[src/rtl/rom_stream_reader_if.sv]
// rom_stream_reader_if: burst request, asynchronous ROM port and downstream valid/ready stream.
interface rom_stream_reader_if #(
   parameter int ADDR_W = 3,
   parameter int DATA_W = 16
);
   logic              start;
   logic [ADDR_W-1:0] start_addr;
   logic [ADDR_W-1:0] last_addr;
   logic [ADDR_W-1:0] rom_addr;
   logic [DATA_W-1:0] rom_data;
   logic [DATA_W-1:0] out_data;
   logic              out_valid;
   logic              out_ready;
   logic              out_last;
   logic              busy;
   logic              done;
   logic [DATA_W-1:0] checksum;
   modport master (
      output start, start_addr, last_addr, rom_data, out_ready,
      input  rom_addr, out_data, out_valid, out_last, busy, done, checksum
   );
   modport slave (
      input  start, start_addr, last_addr, rom_data, out_ready,
      output rom_addr, out_data, out_valid, out_last, busy, done, checksum
   );
endinterface

[src/rtl/rom_stream_reader.sv]
// rom_stream_reader: streams a wrapping address range out of an asynchronous ROM, one word per 2 cycles.
// Define ROM_STREAM_READER_CHECKSUM_EN to build the running XOR checksum; otherwise checksum is tied to 0.
module rom_stream_reader #(
   parameter int ADDR_W = 3,
   parameter int DATA_W = 16
) (
   input logic               clk,
   input logic               rst,
   rom_stream_reader_if.slave bus
);
   typedef enum logic [1:0] {IDLE, FETCH, SEND, DONE} state_t;
   state_t            state_q, state_d;
   logic [ADDR_W-1:0] addr_q, addr_d;
   logic [ADDR_W-1:0] last_q, last_d;
   logic [DATA_W-1:0] data_q, data_d;
   logic              accept, xfer, at_last;
   assign accept  = state_q == IDLE && bus.start;
   assign xfer    = state_q == SEND && bus.out_ready;
   assign at_last = addr_q == last_q;
   always_comb begin
      state_d = state_q;
      addr_d  = addr_q;
      last_d  = last_q;
      data_d  = data_q;
      case (state_q)
         IDLE: if (bus.start) begin
            state_d = FETCH;
            addr_d  = bus.start_addr;
            last_d  = bus.last_addr;
         end
         FETCH: begin
            data_d  = bus.rom_data;
            state_d = SEND;
         end
         SEND: if (bus.out_ready) begin
            state_d = at_last ? DONE : FETCH;
            addr_d  = at_last ? addr_q : addr_q + ADDR_W'(1);
         end
         default: state_d = IDLE;
      endcase
   end
   always_ff @(posedge clk) begin
      if (rst) begin
         state_q <= IDLE;
         addr_q  <= '0;
         last_q  <= '0;
         data_q  <= '0;
      end else begin
         state_q <= state_d;
         addr_q  <= addr_d;
         last_q  <= last_d;
         data_q  <= data_d;
      end
   end
   assign bus.rom_addr  = addr_q;
   assign bus.out_data  = data_q;
   assign bus.out_valid = state_q == SEND;
   assign bus.out_last  = state_q == SEND && at_last;
   assign bus.busy      = state_q != IDLE;
   assign bus.done      = state_q == DONE;
`ifdef ROM_STREAM_READER_CHECKSUM_EN
   logic [DATA_W-1:0] chk_q, chk_d;
   always_comb chk_d = accept ? '0 : (xfer ? chk_q ^ data_q : chk_q);
   always_ff @(posedge clk) begin
      if (rst) chk_q <= '0;
      else     chk_q <= chk_d;
   end
   assign bus.checksum = chk_q;
`else
   logic unused;
   assign unused       = accept ^ xfer;
   assign bus.checksum = '0;
`endif
endmodule

[src/flat_wrapper.sv]
// flat-port wrapper written by rule: the top's interface ports become plain ports
module rom_stream_reader_flat 
#(
   parameter int ADDR_W = 3,
   parameter int DATA_W = 16
)
  (clk, rst, bus_start, bus_start_addr, bus_last_addr, bus_rom_data, bus_out_ready, bus_rom_addr, bus_out_data, bus_out_valid, bus_out_last, bus_busy, bus_done, bus_checksum);
  rom_stream_reader_if #(.ADDR_W(ADDR_W), .DATA_W(DATA_W)) bus_i ();
  input logic clk;
  input logic rst;
  input wire logic [$bits(bus_i.start)-1:0] bus_start;
  input wire logic [$bits(bus_i.start_addr)-1:0] bus_start_addr;
  input wire logic [$bits(bus_i.last_addr)-1:0] bus_last_addr;
  input wire logic [$bits(bus_i.rom_data)-1:0] bus_rom_data;
  input wire logic [$bits(bus_i.out_ready)-1:0] bus_out_ready;
  output wire logic [$bits(bus_i.rom_addr)-1:0] bus_rom_addr;
  output wire logic [$bits(bus_i.out_data)-1:0] bus_out_data;
  output wire logic [$bits(bus_i.out_valid)-1:0] bus_out_valid;
  output wire logic [$bits(bus_i.out_last)-1:0] bus_out_last;
  output wire logic [$bits(bus_i.busy)-1:0] bus_busy;
  output wire logic [$bits(bus_i.done)-1:0] bus_done;
  output wire logic [$bits(bus_i.checksum)-1:0] bus_checksum;
  assign bus_i.start = bus_start;
  assign bus_i.start_addr = bus_start_addr;
  assign bus_i.last_addr = bus_last_addr;
  assign bus_i.rom_data = bus_rom_data;
  assign bus_i.out_ready = bus_out_ready;
  assign bus_rom_addr = bus_i.rom_addr;
  assign bus_out_data = bus_i.out_data;
  assign bus_out_valid = bus_i.out_valid;
  assign bus_out_last = bus_i.out_last;
  assign bus_busy = bus_i.busy;
  assign bus_done = bus_i.done;
  assign bus_checksum = bus_i.checksum;
  rom_stream_reader #(.ADDR_W(ADDR_W), .DATA_W(DATA_W)) u_core (.clk(clk), .rst(rst), .bus(bus_i));
endmodule
[config.mk]
export PLATFORM = sky130hd
export DESIGN_NAME = rom_stream_reader_flat
export DESIGN_NICKNAME = d
export VERILOG_FILES = /design/src/rtl/rom_stream_reader_if.sv /design/src/rtl/rom_stream_reader.sv /design/src/flat_wrapper.sv
export SDC_FILE = /design/constraint.sdc
export NUM_CORES = 1
export LEC_CHECK = 0
export ABC_CLOCK_PERIOD_IN_PS = 2300
export CAP_MARGIN = 20
export CORE_ASPECT_RATIO = 1.5
export CORE_MARGIN = 2
export CORE_UTILIZATION = 40
export CTS_CLUSTER_DIAMETER = 150
export CTS_CLUSTER_SIZE = 24
export DETAILED_ROUTE_END_ITERATION = 7
export GPL_ROUTABILITY_DRIVEN = 0
export PLACE_DENSITY = 0.88
export SYNTH_ARGS = -nofsm -noshare
export SYNTH_HDL_FRONTEND = slang
export SYNTH_SLANG_ARGS = --single-unit
[constraint.sdc]
create_clock -name clk -period 2.3 [get_ports clk]
set_input_delay 0.46 -clock clk [delete_from_list [all_inputs] [get_ports clk]]
set_output_delay 0.46 -clock clk [all_outputs]
set_load 0.02 [all_outputs]
==> flow_metrics.py <==
metrics = {
    "status": {
        "status": "finished clean",
    },
    "finish": {
        "final_cells": 221,
        "drive_gt1_share_pct": 5.43,
        "antenna_cells": 0,
        "layout.nets": 213,
        "fin_area_um2": 1610,
        "synthToLayoutAreaGrowth_pct": 43.7,
    },
    "drt": {
        "viasPerCell": 4.63,
        "ant_nets": 0,
        "drtIter0Drc": 36,
        "wl_per_cell_um": 11.4,
        "num_vias": 1023,
        "drc_errors": 0,
        "postRouteWirelength_mm": 2.51,
        "dr.pass1.iters": 4,
    },
    "global_route": {
        "grt_use_total_pct": 17.6,
        "grt_max_degree": 25,
        "grt_overflow_total": 0,
        "grt_pass1_vias": 974,
        "antenna_found_initial": 0,
        "grt_pass1_wl_mm": 4.06,
    },
    "synthesis": {
        "syn_inst": 140,
        "avgSynthCellArea_um2": 7.99,
        "synth_top_area_cell": "dfxtp_1",
        "synth_top_family_by_area": "simple AND/OR/NAND/NOR gates",
        "synthFlopType": "dfxtp_1",
        "synthSimpleGateAreaFrac_pct": 23.2,
        "synth_cell_types": 26,
        "yosysMostFrequentCell": "nand2_1",
        "yosysSeqAreaShare_pct": 43.0,
        "yosys.area_share.adder_pct": 1.12,
        "synthTopCellsByCount": "35 x nand2_1, 24 x dfxtp_1, 18 x a21oi_1",
        "synth_compound_area_share_pct": 11.5,
        "synth-edff-count": 0,
        "syn_area_um2": 1120,
        "synthXorXnorAreaFrac_pct": 2.35,
        "synth_area_leaders": "dfxtp_1 43%, nand2_1 12%, buf_4 11%, a21oi_1 8.1%, mux2i_1 3.6%",
        "ys_ff_latch": 24,
        "synth-async-reset-ratio_pct": 0,
        "synth_top_area_share_pct": 43.0,
        "muxShareOfSynthArea_pct": 3.58,
        "yosysWarningCount": 0,
    },
    "placement": {
        "dp.final_hpwl_mm": 1.94,
        "placed_cells": 218,
        "portBuffers": 48,
        "place_ws_ns": 0.284,
        "place_area_um2": 1570,
    },
    "clocking": {
        "cts_root_buffer": "clkbuf_8",
        "cts_buffers": 3,
        "htreeDepth": 1,
        "post_cts_buffers": 0,
        "clock-sinks": 24,
        "cts_hold_buf": 0,
        "worstSkewPairLatency_ns": 0.26,
        "ctsResizeCount": 1,
        "clk_pin_slew_ns": 0.08,
        "ctsLongestPathBuffers": 2,
        "cts_tree": "yes",
    },
    "setup_path": {
        "cp.buffers_inverters": 3,
        "worstSetupEndpointType": "primary output",
        "ff2ff_path_depth": 5,
        "crit_path_start_kind": "flip-flop",
        "path_delay_family": "buffers and inverters",
        "worst_ep_required_time_ns": 1.84,
        "worstSetupPathType": "flip-flop to primary output",
        "crit_path_max_fanout": 8,
        "cp_slowest_cell": "clkdlybuf4s50_1",
        "crit_arrival_ns": 1.73,
        "path_cells": "nand2b_1 > buf_4 > inv_1 > clkdlybuf4s50_1",
        "path_depth": 4,
        "crit_path_max_incr_delay_ns": 0.61,
    },
    "floorplanning": {
        "fp.dieW_um": 47.2,
        "ios": 65,
        "fp.dieH_um": 68.8,
        "initial_core_util_pct": 41.8,
        "dieArea_um2": 3240,
        "fp.coreArea_um2": 2680,
        "rows": 23,
    },
    "timing": {
        "timing.final.hold_violations": 0,
        "timing.final.crit_share_pct": 95.2,
        "fin_ws_ns": 0.111,
        "hold_ws_ns": 0.455,
        "tightest_slew_ns": 0.623,
        "final.setup.tns_ns": 0,
        "rsz0062_at_grt": "no",
        "skew_ns": 0.00555,
        "min_period_ns": 2.19,
        "drv_slew": 0,
        "setup_violations": 0,
        "slew_headroom_pct": 58.5,
        "fmax_mhz": 457,
    },
    "power_and_ir_drop": {
        "ir_drop_v": 0.000373,
        "power_density_nw_per_um2": 608,
        "p_leak_nw": 0.654,
    },
    "hold_path": {
        "hold_path.class": "flip-flop to flip-flop",
        "holdPathStages": 2,
    },
    "run": {
        "cap_violations": 0,
    },
}
-- worst min-delay path, cell delays in order (launching register included) --
cell	delay [ns]
dfxtp_1	0.31
nand2_1	0.05
a21oi_1	0.05
-- report_power, final --
part	internal, mW	switching (mW)
Sequential	0.445	0.0226
Clock	0.117	0.122
Combinational	0.127	0.144
-- kinds of logic after synthesis --
kind of cell	Yosys count
mux	4
simple gates	55
compound gates	24
other cells	1
buf+inv	28
xor+xnor	3
flops	24
fa+ha+maj	1
-- layout by cell type, fill, tap and decap left out, drive strengths merged --
cell type      instances
and4bb                 1
dfxtp                 24
and2b                  1
nand3                  1
buf                    3
ha                     1
or2                    2
clkdlybuf4s50         47
clkbuf                 3
nor2                   9
nor4                   1
nand2                 35
or4                    2
a21oi                 18
dlygate4sd2            1
xor2                   3
conb                  16
and2                   1
a31oi                  1
a211o                  1
inv                    3
mux2i                  4
nand2b                 2
o311ai                 1
o21ai                  3
-- final timing paths --
kind / from / to / slack [ns]
min reg2reg: u_core.bus.out_data[12]$_SDFFE_PP0P_ / u_core.bus.out_data[12]$_SDFFE_PP0P_ / 0.46
max: u_core.state_q[0]$_SDFFE_PP0P_ / bus_out_valid / 0.11
min: u_core.bus.out_data[12]$_SDFFE_PP0P_ / u_core.bus.out_data[12]$_SDFFE_PP0P_ / 0.46
max reg2reg: u_core.bus.rom_addr[0]$_SDFFE_PP0P_ / u_core.bus.rom_addr[0]$_SDFFE_PP0P_ / 0.72
-- final cells by class --
cell class / count / area, um^2
clock buffer: 3 / 41.3
inverter: 3 / 11.3
multi-input combinational: 103 / 527
tap: 37 / 46.3
timing repair buffer: 51 / 502
sequential: 24 / 480
fill: 275 / 1070
-- state kept, by name, summed over array words and instances (netlist names) --
signal	flops
u_core.bus.rom_addr	3
u_core.bus.out_data	16
u_core.state_q	2
u_core.last_q	3
-- metrics by stage --
stage / power, mW / utilization, %
3_3_place_gp: 0.746 / 58.6
4_1_cts: 0.994 / 60.1
5_1_grt: 1.03 / 60.1
2_1_floorplan: 0.651 / -
6_report: 0.977 / 60.1
3_5_place_dp: 0.752 / 58.6
-- metal layers --
layer | GRT usage [%] | wire (um) | up-vias
met5 | 0 | 0 | -
met4 | 10.1 | 45 | 0
met3 | 2.60 | 144 | 4
met2 | 31.5 | 1370 | 41
met1 | 18.7 | 952 | 465
li1 | - | - | 513
Note: power is estimated with default switching activity, not from simulation.
